<file path="config.mk">
export PLATFORM = sky130hd
export DESIGN_NAME = btb_update_writer_flat
export DESIGN_NICKNAME = d
export VERILOG_FILES = /design/src/rtl/btb_update_writer_pkg.sv /design/src/rtl/btb_update_writer_if.sv /design/src/rtl/btb_update_fifo.sv /design/src/rtl/btb_update_writer.sv /design/src/flat_wrapper.sv
export SDC_FILE = /design/constraint.sdc
export NUM_CORES = 1
export LEC_CHECK = 0
export CORE_MARGIN = 3
export CORE_UTILIZATION = 40
export CTS_CLUSTER_SIZE = 20
export DETAILED_ROUTE_END_ITERATION = 6
export SYNTH_ARGS = -nofsm -noshare
export SYNTH_HDL_FRONTEND = slang
export SYNTH_HIERARCHICAL = 1
export SYNTH_SLANG_ARGS = --single-unit
export TNS_END_PERCENT = 5
</file>
<file path="constraint.sdc">
create_clock -name CLK -period 3.9 [get_ports CLK]
set_clock_uncertainty 0.15 [all_clocks]
set_input_delay 1.17 -clock CLK [delete_from_list [all_inputs] [get_ports CLK]]
set_output_delay 1.17 -clock CLK [all_outputs]
set_load 0.02 [all_outputs]
</file>
<file path="src/rtl/btb_update_writer_pkg.sv">
// Shared BTB update types, widths and the PC/ASID field hash used by both the
// lookup and write sides of the BTB.
package btb_update_writer_pkg;

  localparam int unsigned UPDATE_QUEUE_DEPTH             = 4;
  localparam int unsigned BTB_INDEX_WIDTH                = 7;
  localparam int unsigned LOG_BTB_NWAY_ENTRIES_PER_BLOCK = 3;
  localparam int unsigned BTB_TAG_WIDTH                  = 6;
  localparam int unsigned ASID_WIDTH                     = 9;
  localparam int unsigned BTB_TARGET_WIDTH               = 10;
  localparam int unsigned BTB_INFO_WIDTH                 = 3;

  // First PC bit above the index field; the tag folds two slices from here up.
  localparam int unsigned BTB_HASH_LSB = BTB_INDEX_WIDTH + LOG_BTB_NWAY_ENTRIES_PER_BLOCK + 1;

  typedef struct packed {
    logic [BTB_INDEX_WIDTH-1:0]                index;
    logic [LOG_BTB_NWAY_ENTRIES_PER_BLOCK-1:0] entry;
    logic [BTB_TAG_WIDTH-1:0]                  tag;
    logic [BTB_TARGET_WIDTH-1:0]               target;
    logic [BTB_INFO_WIDTH-1:0]                 info;
  } btb_update_entry_t;

  typedef enum logic {
    NORMAL,
    CLEAR
  } btb_update_writer_state_t;

  // Right shifts of the 32-bit PC naturally read bits above 31 as zero.
  function automatic btb_update_entry_t btb_update_fields(
    input logic [31:0]                 pc,
    input logic [ASID_WIDTH-1:0]       asid,
    input logic [BTB_TARGET_WIDTH-1:0] target,
    input logic [BTB_INFO_WIDTH-1:0]   info
  );
    btb_update_entry_t e;
    e.entry  = LOG_BTB_NWAY_ENTRIES_PER_BLOCK'(pc >> 1);
    e.index  = BTB_INDEX_WIDTH'(pc >> (LOG_BTB_NWAY_ENTRIES_PER_BLOCK + 1));
    e.tag    = BTB_TAG_WIDTH'(pc >> BTB_HASH_LSB)
             ^ BTB_TAG_WIDTH'(pc >> (BTB_HASH_LSB + BTB_TAG_WIDTH))
             ^ BTB_TAG_WIDTH'(asid);
    e.target = target;
    e.info   = info;
    return e;
  endfunction

endpackage

</file>
<file path="src/rtl/btb_update_writer_if.sv">
// Update-request, sweep-control and BTB array write-port signals of the
// update writer; slave is the writer, master is its environment.
interface btb_update_writer_if;
  import btb_update_writer_pkg::*;

  logic                                      upd_valid;
  logic                                      upd_ready;
  logic [31:0]                               upd_PC;
  logic [ASID_WIDTH-1:0]                     upd_ASID;
  logic [BTB_TARGET_WIDTH-1:0]               upd_target;
  logic [BTB_INFO_WIDTH-1:0]                 upd_info;
  logic                                      clr_req;
  logic                                      clr_done;
  logic                                      wr_valid;
  logic                                      wr_ready;
  logic                                      wr_clear;
  logic [BTB_INDEX_WIDTH-1:0]                wr_index;
  logic [LOG_BTB_NWAY_ENTRIES_PER_BLOCK-1:0] wr_entry;
  logic [BTB_TAG_WIDTH-1:0]                  wr_tag;
  logic [BTB_TARGET_WIDTH-1:0]               wr_target;
  logic [BTB_INFO_WIDTH-1:0]                 wr_info;

  modport master (
    output upd_valid, upd_PC, upd_ASID, upd_target, upd_info, clr_req, wr_ready,
    input  upd_ready, clr_done, wr_valid, wr_clear, wr_index, wr_entry, wr_tag,
           wr_target, wr_info
  );

  modport slave (
    input  upd_valid, upd_PC, upd_ASID, upd_target, upd_info, clr_req, wr_ready,
    output upd_ready, clr_done, wr_valid, wr_clear, wr_index, wr_entry, wr_tag,
           wr_target, wr_info
  );

endinterface

</file>
<file path="src/rtl/btb_update_fifo.sv">
// Valid/ready FIFO of BTB update entries with synchronous flush and an
// in-place target/info overwrite of the youngest entry.
module btb_update_fifo
  import btb_update_writer_pkg::*;
#(
  parameter int unsigned Depth = UPDATE_QUEUE_DEPTH
) (
  input  logic                        CLK,
  input  logic                        nRST,
  input  logic                        i_flush,
  input  logic                        i_in_valid,
  output logic                        o_in_ready,
  input  btb_update_entry_t           i_in_data,
  input  logic                        i_ovr_valid,
  input  logic [BTB_TARGET_WIDTH-1:0] i_ovr_target,
  input  logic [BTB_INFO_WIDTH-1:0]   i_ovr_info,
  output logic                        o_out_valid,
  input  logic                        i_out_ready,
  output btb_update_entry_t           o_out_data,
  output btb_update_entry_t           o_tail_data,
  output logic                        o_tail_is_head
);

  localparam int unsigned AW = $clog2(Depth);
  localparam logic [AW:0]   PtrOne  = (AW + 1)'(1);
  localparam logic [AW-1:0] AddrOne = AW'(1);

  // Extra MSB on each pointer separates full from empty.
  logic [AW:0]       r_wptr, r_rptr;
  btb_update_entry_t r_mem [Depth];

  logic          w_full, w_empty, w_push, w_pop;
  logic [AW-1:0] w_tail_addr;

  assign w_empty     = (r_wptr == r_rptr);
  assign w_full      = (r_wptr[AW] != r_rptr[AW]) && (r_wptr[AW-1:0] == r_rptr[AW-1:0]);
  assign w_push      = i_in_valid && !w_full;
  assign w_pop       = !w_empty && i_out_ready;
  assign w_tail_addr = r_wptr[AW-1:0] - AddrOne;

  assign o_in_ready     = !w_full;
  assign o_out_valid    = !w_empty;
  assign o_out_data     = r_mem[r_rptr[AW-1:0]];
  assign o_tail_data    = r_mem[w_tail_addr];
  assign o_tail_is_head = ((r_wptr - r_rptr) == PtrOne);

  always_ff @(posedge CLK or negedge nRST) begin
    if (!nRST) begin
      r_wptr <= '0;
      r_rptr <= '0;
    end else if (i_flush) begin
      r_wptr <= '0;
      r_rptr <= '0;
    end else begin
      if (w_push) r_wptr <= r_wptr + PtrOne;
      if (w_pop)  r_rptr <= r_rptr + PtrOne;
    end
  end

  always_ff @(posedge CLK) begin
    if (w_push) begin
      r_mem[r_wptr[AW-1:0]] <= i_in_data;
    end else if (i_ovr_valid && !w_empty) begin
      r_mem[w_tail_addr].target <= i_ovr_target;
      r_mem[w_tail_addr].info   <= i_ovr_info;
    end
  end

endmodule

</file>
<file path="src/rtl/btb_update_writer.sv">
// BTB write-port driver: queues resolved-branch updates and runs full-array
// invalidation sweeps. Optional macro BTB_UPDATE_COALESCE_EN merges repeat updates.
module btb_update_writer
  import btb_update_writer_pkg::*;
(
  input  logic               CLK,
  input  logic               nRST,
  btb_update_writer_if.slave bus
);

  localparam logic [BTB_INDEX_WIDTH-1:0] CntLast = '1;

  btb_update_writer_state_t   r_state;
  logic [BTB_INDEX_WIDTH-1:0] r_cnt;
  logic                       r_clr_done;

  btb_update_entry_t w_new, w_head, w_tail, w_wr;
  logic w_normal, w_fifo_in_ready, w_fifo_out_valid, w_tail_is_head;
  logic w_deq, w_accept, w_match, w_push, w_ovr;

  assign w_normal = (r_state == NORMAL);
  assign w_new    = btb_update_fields(bus.upd_PC, bus.upd_ASID, bus.upd_target, bus.upd_info);
  assign w_deq    = w_normal && w_fifo_out_valid && bus.wr_ready;
  // A handshake coinciding with clr_req is dropped along with the flushed queue.
  assign w_accept = bus.upd_valid && bus.upd_ready && !bus.clr_req;

`ifdef BTB_UPDATE_COALESCE_EN
  assign w_match = w_fifo_out_valid
                && (w_tail.index == w_new.index)
                && (w_tail.entry == w_new.entry)
                && (w_tail.tag == w_new.tag)
                && !(w_tail_is_head && w_deq);
`else
  logic w_unused_tail;
  assign w_unused_tail = ^{w_tail, w_tail_is_head};
  assign w_match       = 1'b0;
`endif

  assign w_push = w_accept && !w_match;
  assign w_ovr  = w_accept && w_match;

  btb_update_fifo #(
    .Depth(UPDATE_QUEUE_DEPTH)
  ) u_fifo (
    .CLK           (CLK),
    .nRST          (nRST),
    .i_flush       (bus.clr_req),
    .i_in_valid    (w_push),
    .o_in_ready    (w_fifo_in_ready),
    .i_in_data     (w_new),
    .i_ovr_valid   (w_ovr),
    .i_ovr_target  (w_new.target),
    .i_ovr_info    (w_new.info),
    .o_out_valid   (w_fifo_out_valid),
    .i_out_ready   (w_normal && bus.wr_ready),
    .o_out_data    (w_head),
    .o_tail_data   (w_tail),
    .o_tail_is_head(w_tail_is_head)
  );

  always_ff @(posedge CLK or negedge nRST) begin
    if (!nRST) begin
      r_state    <= NORMAL;
      r_cnt      <= '0;
      r_clr_done <= 1'b0;
    end else begin
      r_clr_done <= 1'b0;
      if (bus.clr_req) begin
        r_state <= CLEAR;
        r_cnt   <= '0;
      end else if (r_state == CLEAR && bus.wr_ready) begin
        if (r_cnt == CntLast) begin
          r_state    <= NORMAL;
          r_cnt      <= '0;
          r_clr_done <= 1'b1;
        end else begin
          r_cnt <= r_cnt + 1'b1;
        end
      end
    end
  end

  always_comb begin
    w_wr = '0;
    if (w_normal) begin
      if (w_fifo_out_valid) w_wr = w_head;
    end else begin
      w_wr.index = r_cnt;
    end
  end

  assign bus.upd_ready = w_normal && w_fifo_in_ready;
  assign bus.clr_done  = r_clr_done;
  assign bus.wr_valid  = w_normal ? w_fifo_out_valid : 1'b1;
  assign bus.wr_clear  = !w_normal;
  assign bus.wr_index  = w_wr.index;
  assign bus.wr_entry  = w_wr.entry;
  assign bus.wr_tag    = w_wr.tag;
  assign bus.wr_target = w_wr.target;
  assign bus.wr_info   = w_wr.info;

endmodule

</file>
<file path="src/flat_wrapper.sv">
// flat-port wrapper written by rule: the top's interface ports become plain ports
module btb_update_writer_flat import btb_update_writer_pkg::*;
  (CLK, nRST, bus_upd_valid, bus_upd_PC, bus_upd_ASID, bus_upd_target, bus_upd_info, bus_clr_req, bus_wr_ready, bus_upd_ready, bus_clr_done, bus_wr_valid, bus_wr_clear, bus_wr_index, bus_wr_entry, bus_wr_tag, bus_wr_target, bus_wr_info);
  btb_update_writer_if bus_i ();
  input  logic CLK;
  input  logic nRST;
  input wire logic [$bits(bus_i.upd_valid)-1:0] bus_upd_valid;
  input wire logic [$bits(bus_i.upd_PC)-1:0] bus_upd_PC;
  input wire logic [$bits(bus_i.upd_ASID)-1:0] bus_upd_ASID;
  input wire logic [$bits(bus_i.upd_target)-1:0] bus_upd_target;
  input wire logic [$bits(bus_i.upd_info)-1:0] bus_upd_info;
  input wire logic [$bits(bus_i.clr_req)-1:0] bus_clr_req;
  input wire logic [$bits(bus_i.wr_ready)-1:0] bus_wr_ready;
  output wire logic [$bits(bus_i.upd_ready)-1:0] bus_upd_ready;
  output wire logic [$bits(bus_i.clr_done)-1:0] bus_clr_done;
  output wire logic [$bits(bus_i.wr_valid)-1:0] bus_wr_valid;
  output wire logic [$bits(bus_i.wr_clear)-1:0] bus_wr_clear;
  output wire logic [$bits(bus_i.wr_index)-1:0] bus_wr_index;
  output wire logic [$bits(bus_i.wr_entry)-1:0] bus_wr_entry;
  output wire logic [$bits(bus_i.wr_tag)-1:0] bus_wr_tag;
  output wire logic [$bits(bus_i.wr_target)-1:0] bus_wr_target;
  output wire logic [$bits(bus_i.wr_info)-1:0] bus_wr_info;
  assign bus_i.upd_valid = bus_upd_valid;
  assign bus_i.upd_PC = bus_upd_PC;
  assign bus_i.upd_ASID = bus_upd_ASID;
  assign bus_i.upd_target = bus_upd_target;
  assign bus_i.upd_info = bus_upd_info;
  assign bus_i.clr_req = bus_clr_req;
  assign bus_i.wr_ready = bus_wr_ready;
  assign bus_upd_ready = bus_i.upd_ready;
  assign bus_clr_done = bus_i.clr_done;
  assign bus_wr_valid = bus_i.wr_valid;
  assign bus_wr_clear = bus_i.wr_clear;
  assign bus_wr_index = bus_i.wr_index;
  assign bus_wr_entry = bus_i.wr_entry;
  assign bus_wr_tag = bus_i.wr_tag;
  assign bus_wr_target = bus_i.wr_target;
  assign bus_wr_info = bus_i.wr_info;
  btb_update_writer u_core (.CLK(CLK), .nRST(nRST), .bus(bus_i));
endmodule
</file>
==> summary.txt, run 1 <==
STA
  – Maximum clock frequency: 0.266 GHz
  – Max Slew Vio Count: 34
  – Final min period: around 3.8 ns
  – Slew HR: -0.207
  – Slew @ Worst Pin: between 1.5 and 2 ns
  – Final hold violations: 0
  – Final period utilization: 0.964
  – Unrepaired setup endpoints after global routing: false
  – Final Setup Violations: 0

Critical path
  – CP startpoint: u_core/u_fifo/r_wptr[1]
  – Max incr delay on CP: between 0.5 and 0.6 ns
  – FF-to-FF setup slack: 1.00 ns
  – Max FO, Critical Path: 9
  – RR Endpoint: u_core/u_fifo/r_mem[1][1]
  – Critical Path, Cell by Cell: ha_1 -> buf_4 -> nand2_1 -> or2_2 -> nor2b_1 -> clkdlybuf4s50_1
  – Setup CP Type: flip-flop to primary output
  – Worst Path Required: approximately 2.6 ns
  – Arr. time, crit path: between 2 and 2.5 ns
  – R2R depth: 9
  – Reg2reg start: u_core/u_fifo/r_wptr[1]
  – CP Capture Type: primary output
  – CP Launch Type: flip-flop
  – Crit-path slowest cell: clkdlybuf4s50_1

Clock tree
  – Clock slew at the register clock pins of the worst setup and hold paths: approximately 0.06 ns
  – Clock Path Buffers: 2
  – Sink Count: about 130
  – # hold bufs at CTS: 0
  – TritonCTS buffer count: 17
  – Clock Latency Late Sink: 0.41 ns
  – Root Driver: clkbuf_16
  – CTS tree: done
  – H-Tree Depth: 4
  – Post-CTS setup buffer count: 0

Drt
  – Drt total wl: 11800 µm
  – Final ANT Viol Nets: 0
  – Wire per inst: between 15 and 20 µm
  – Vias per std cell: about 5.3
  – Routed vias: about 3.4k
  – Drt first pass iters: 4
  – Initial detailed-routing violation count: 208
  – Residual DRC: 0

Synth
  – Syn Area/Cell: 16.4 µm²
  – Syn Inst Count: between 300 and 400
  – Synth Warn #: 6
  – Syn Nets: between 400 and 500
  – Mapped Area: around 0.0059 mm²

Finish
  – Diodes inserted: 0
  – Commonest non-fill, non-tap cell in the layout: edfxtp_1
  – P&R area growth vs syn: 28.7%
  – Layout cell share with drive strength beyond 1: 0.245
  – Commonest non-fill, non-tap cells in the layout: 116 x edfxtp_1, 50 x clkdlybuf4s50_1, 38 x and2_1, 29 x mux4_2, 28 x dlygate4sd2_1
  – Core Util, Final: 0.534
  – Final instance area: about 0.0076 mm²
  – Nets: just over 500
  – Fillers: around 1.2k

Die
  – Core ar.: roughly 0.014 mm²
  – Die Span X: between 100 and 150 µm
  – Site row count: 43
  – Die height: 127 µm
  – Top Ports: 92
  – Die area: 0.0162 mm²
  – Initial Util: 0.415

Worst hold path
  – Hold Crit Endpoint: u_core/r_cnt[1]
  – Hold path depth: 2
  – Tightest Hold Check Type: flip-flop to flip-flop
  – Hold wc startpoint: u_core/r_cnt[1]

Run status
  – Status: finished with violations
  – Failing checks: max-slew violations

Placement
  – Hpwl dp: between 7000 and 8000 µm
  – Dpl cell area: ~0.007 mm²
  – Port-buffer cells: 78
  – RD Place Congestion: 0.789

Global routing
  – Total grt overflow: 0
  – Largest net degree at the start of global routing: 34
  – GRT Total Usage: 0.153
  – First-pass GRT wire length: about 19000 µm
  – Antenna violations before repair: 0
  – Vias in the first global route: around 3.6k

Flow run
  – Number of max-cap violations: 0

Power and ir drop
  – VDD IR max: 0.298 mV
  – PwrDens: between 400 and 500 mW/mm²
  – Leakage: around 2.7 nW
## stage by stage
step | hold WS, ns | setup WS, ns | std cells | power (W) | TNS, ns
after floorplan | 0.387 | -0.289 | 359 | 0.00183 | -15.65
after global placement | 0.413 | 0.236 | 614 | 0.00193 | 0
after detailed placement | 0.435 | 0.205 | 614 | 0.00195 | 0
after CTS | 0.441 | 0.0681 | 646 | 0.00361 | 0
after global routing | 0.467 | 0.0199 | 646 | 0.00372 | 0
final | 0.441 | 0.140 | 646 | 0.00358 | 0
## routing by layer
metal / up-vias / part of all wire / GRT usage
li1: 1582 / - / -
met1: 1719 / 0.42 / 0.183
met2: 95 / 0.52 / 0.266
met3: 11 / 0.049 / 0.0447
met4: 0 / 0.012 / 0.0505
met5: - / 0 / 0
## critical path, delay by kind of cell (launching register included)
kind / cells / cell delay (ns)
AND/OR/NAND/NOR: 3 / 0.50
buffers and inverters: 2 / 0.69
flip-flops: 1 / 0.49
adder cells (fa/ha/maj): 1 / 0.35
## report_power, final
group / internal (W) / switching, W
Sequential: 0.00158 / 0.00000615
Clock: 0.00107 / 0.000586
Combinational: 0.000175 / 0.000164
Total: 0.00283 / 0.000757
## how the worst max path moves through the flow
stage,endpoint,slack (ns),depth (start not counted)
6_report,bus_upd_ready,0.14,6
4_1_cts,bus_upd_ready,0.07,6
5_1_grt,bus_wr_tag[0],0.02,7
2_1_floorplan,u_core/u_fifo/r_mem[0][13],-0.29,11
3_3_place_gp,bus_wr_target[8],0.24,7
3_5_place_dp,bus_wr_tag[4],0.20,7
## layout make-up
class,instances,area [µm²],area share
Sequential cell,131,3860,0.511
Multi-Input combinational cell,196,1900,0.251
Timing Repair Buffer,101,922,0.122
Clock buffer,17,425,0.0563
Tap cell,180,225,0.0298
Clock inverter,15,208,0.0275
Inverter,6,22.5,0.00298
## flip-flops by register name (all words and copies together), names as in the netlist
register,flops
u_core/bus.clr_done,1
u_core/bus.wr_clear,1
u_core/r_cnt,7
u_core/u_fifo/r_mem,116
u_core/u_fifo/r_rptr,3
u_core/u_fifo/r_wptr,3
## what timing repair did
item / 4_1_cts / 5_1_grt
gates resized for setup: 30 / 1
pin swaps: 0 / 0
endpoints found under the setup margin: 28 / 1
No activity file was read; power rests on OpenSTA's default activity.
==> run 2: changes to the inputs <==
Settings changed: CORE_UTILIZATION 40 to 35.
==> summary.txt, run 2 (same netlist as run 1, synthesis figures left out) <==
Drt
  – Drt first pass iters: 5
  – Residual DRC: 0
  – Wire per inst: 17.1 µm
  – Drt total wl: between 10000 and 15000 µm
  – Routed vias: roughly 3.4k
  – Initial detailed-routing violation count: 195
  – Vias per std cell: ~5
  – Final ANT Viol Nets: 0

Finish
  – Layout cell share with drive strength beyond 1: 0.228
  – Commonest non-fill, non-tap cells in the layout: 116 x edfxtp_1, 50 x clkdlybuf4s50_1, 38 x and2_1, 29 x mux4_2, 28 x dlygate4sd2_1
  – Max reg flops: 116
  – Area of the multi-input gates: roughly 0.0019 mm²
  – Commonest non-fill, non-tap cell in the layout: edfxtp_1
  – Biggest register: u_core/u_fifo/r_mem
  – Fillers: around 1.4k
  – Nets: 516
  – Seq. cell area: between 0.003 and 0.004 mm²
  – Core Util, Final: 0.465
  – Diodes inserted: 0
  – Top Registers: u_core/u_fifo/r_mem (116), u_core/r_cnt (7)
  – P&R area growth vs syn: 28.0%

Critical path
  – Arr. time, crit path: about 2.4 ns
  – RR Endpoint: u_core/u_fifo/r_mem[0][5]
  – CP Launch Type: flip-flop
  – R2R depth: 9
  – Max FO, Critical Path: 21
  – CP Capture Type: primary output
  – FF-to-FF setup slack: 0.87 ns
  – Reg2reg start: u_core/u_fifo/r_wptr[0]
  – Setup CP Type: flip-flop to primary output
  – Worst Path Required: roughly 2.6 ns

Power and ir drop
  – Logic pwr share: 0.099
  – VDD IR max: between 0.2 and 0.3 mV
  – Reg power frac: 0.468
  – Switching pwr: 0.000705 W
  – Leakage: approximately 2.7 nW
  – PwrDens: 450 mW/mm²
  – Clock power frac: 0.433
  – Sw frac: 0.208
  – Pint: 0.00268 W

Global routing
  – Vias in the first global route: between 3k and 4k
  – Met1 GRT Util: 0.168
  – Met2 Use GR: 0.218
  – Antenna violations before repair: 0
  – GR peak layer: met2
  – First-pass GRT wire length: roughly 18000 µm
  – Largest net degree at the start of global routing: 34
  – Met3 GRT Util: 0.0338
  – GRT Total Usage: 0.132
  – Total grt overflow: 0

Placement
  – Port-buffer cells: 78
  – Hpwl dp: 7590 µm
  – RD Place Congestion: between 0.7 and 0.8

STA
  – Slew HR: -0.162
  – Unrepaired setup endpoints after global routing: false
  – Maximum clock frequency: 0.266 GHz
  – WHS: 0.432 ns
  – Final min period: around 3.8 ns
  – Final Setup Violations: 0
  – Final period utilization: 0.962
  – Max Slew Vio Count: 34
  – Final hold violations: 0
  – Slew @ Worst Pin: roughly 1.7 ns

Worst hold path
  – Tightest Hold Check Type: flip-flop to flip-flop
  – Hold Crit Endpoint: u_core/r_cnt[6]
  – Hold path depth: 2
  – Hold wc startpoint: u_core/r_cnt[6]

Die
  – Site row count: 46
  – Core ar.: ~0.016 mm²
  – Initial Util: 0.363
  – Die area: 0.0184 mm²
  – Die height: about 140 µm
  – Top Ports: between 90 and 100
  – Die Span X: approximately 140 µm

Clock tree
  – Sink Count: ~130
  – Clock slew at the register clock pins of the worst setup and hold paths: around 0.05 ns
  – H-Tree Depth: 4
  – Clock Path Buffers: 2
  – Clock Latency Late Sink: 0.40 ns
  – CTS tree: done
  – Root Driver: clkbuf_16
  – TritonCTS buffer count: 17

Flow run
  – Number of max-cap violations: 0

Run status
  – Status: finished with violations
  – Failing checks: max-slew violations
## run 2: what timing repair did
action,in CTS,in global routing
endpoints found under the setup margin,29,1
buffers inserted,0,0
pin swaps,0,0
hold buffers,0,0
gates resized for setup,31,1
## run 2: final cells by class
type,instances,area share
Clock buffer,20,0.0581
Clock inverter,11,0.0151
Inverter,6,0.00299
Multi-Input combinational cell,196,0.252
Sequential cell,131,0.513
Tap cell,216,0.0359
Timing Repair Buffer,100,0.122
## run 2: per-layer routing
metal,wire length (µm),part of all wire
met1,4870,0.42
met2,6010,0.52
met3,599,0.051
met4,158,0.014
met5,0,0
## run 2: worst max-delay path by stage
stage                            start                    endpoint  slack (ns)
6_report       u_core/u_fifo/r_rptr[1]             bus_wr_index[5]        0.15
5_1_grt        u_core/u_fifo/r_rptr[1]             bus_wr_index[5]        0.01
4_1_cts        u_core/u_fifo/r_rptr[1]             bus_wr_index[5]        0.09
3_5_place_dp   u_core/u_fifo/r_wptr[0]               bus_wr_tag[4]        0.20
3_3_place_gp   u_core/u_fifo/r_wptr[0]               bus_wr_tag[4]        0.22
2_1_floorplan  u_core/u_fifo/r_rptr[1]  u_core/u_fifo/r_mem[0][13]       -0.29
## run 2: power groups by stage
stage | Clock (W) | Sequential, W | Combinational [W]
2_1_floorplan | 0 | 0.00161 | 0.000222
3_3_place_gp | 0 | 0.00161 | 0.000322
3_5_place_dp | 0 | 0.00161 | 0.000332
4_1_cts | 0.00150 | 0.00158 | 0.000332
5_1_grt | 0.00156 | 0.00158 | 0.000364
6_report | 0.00147 | 0.00158 | 0.000335
## run 2: critical path, cell delays in order (launching register included)
cell,delay [ns]
dfrtp_2,0.36
clkbuf_8,0.31
buf_4,0.27
mux4_2,0.23
nand2_1,0.05
o21ai_0,0.17
clkdlybuf4s50_1,0.63
## run 2: metrics by stage
step / cells / TNS [ns] / total power [W] / setup slack, ns / cell area, µm²
2_1_floorplan: 359 / -15.65 / 0.00183 / -0.289 / 5880
3_3_place_gp: 649 / 0 / 0.00193 / 0.216 / 7000
3_5_place_dp: 649 / 0 / 0.00194 / 0.198 / 7000
4_1_cts: 680 / 0 / 0.00342 / 0.0875 / 7520
5_1_grt: 680 / 0 / 0.00351 / 0.0126 / 7520
6_report: 680 / 0 / 0.00338 / 0.147 / 7520
==> run 3: changes to the inputs <==
Settings changed: TNS_END_PERCENT 5 to default.
==> results of run 3 <==
No change in the layout: final DEF, timing and power equal those of run 2.
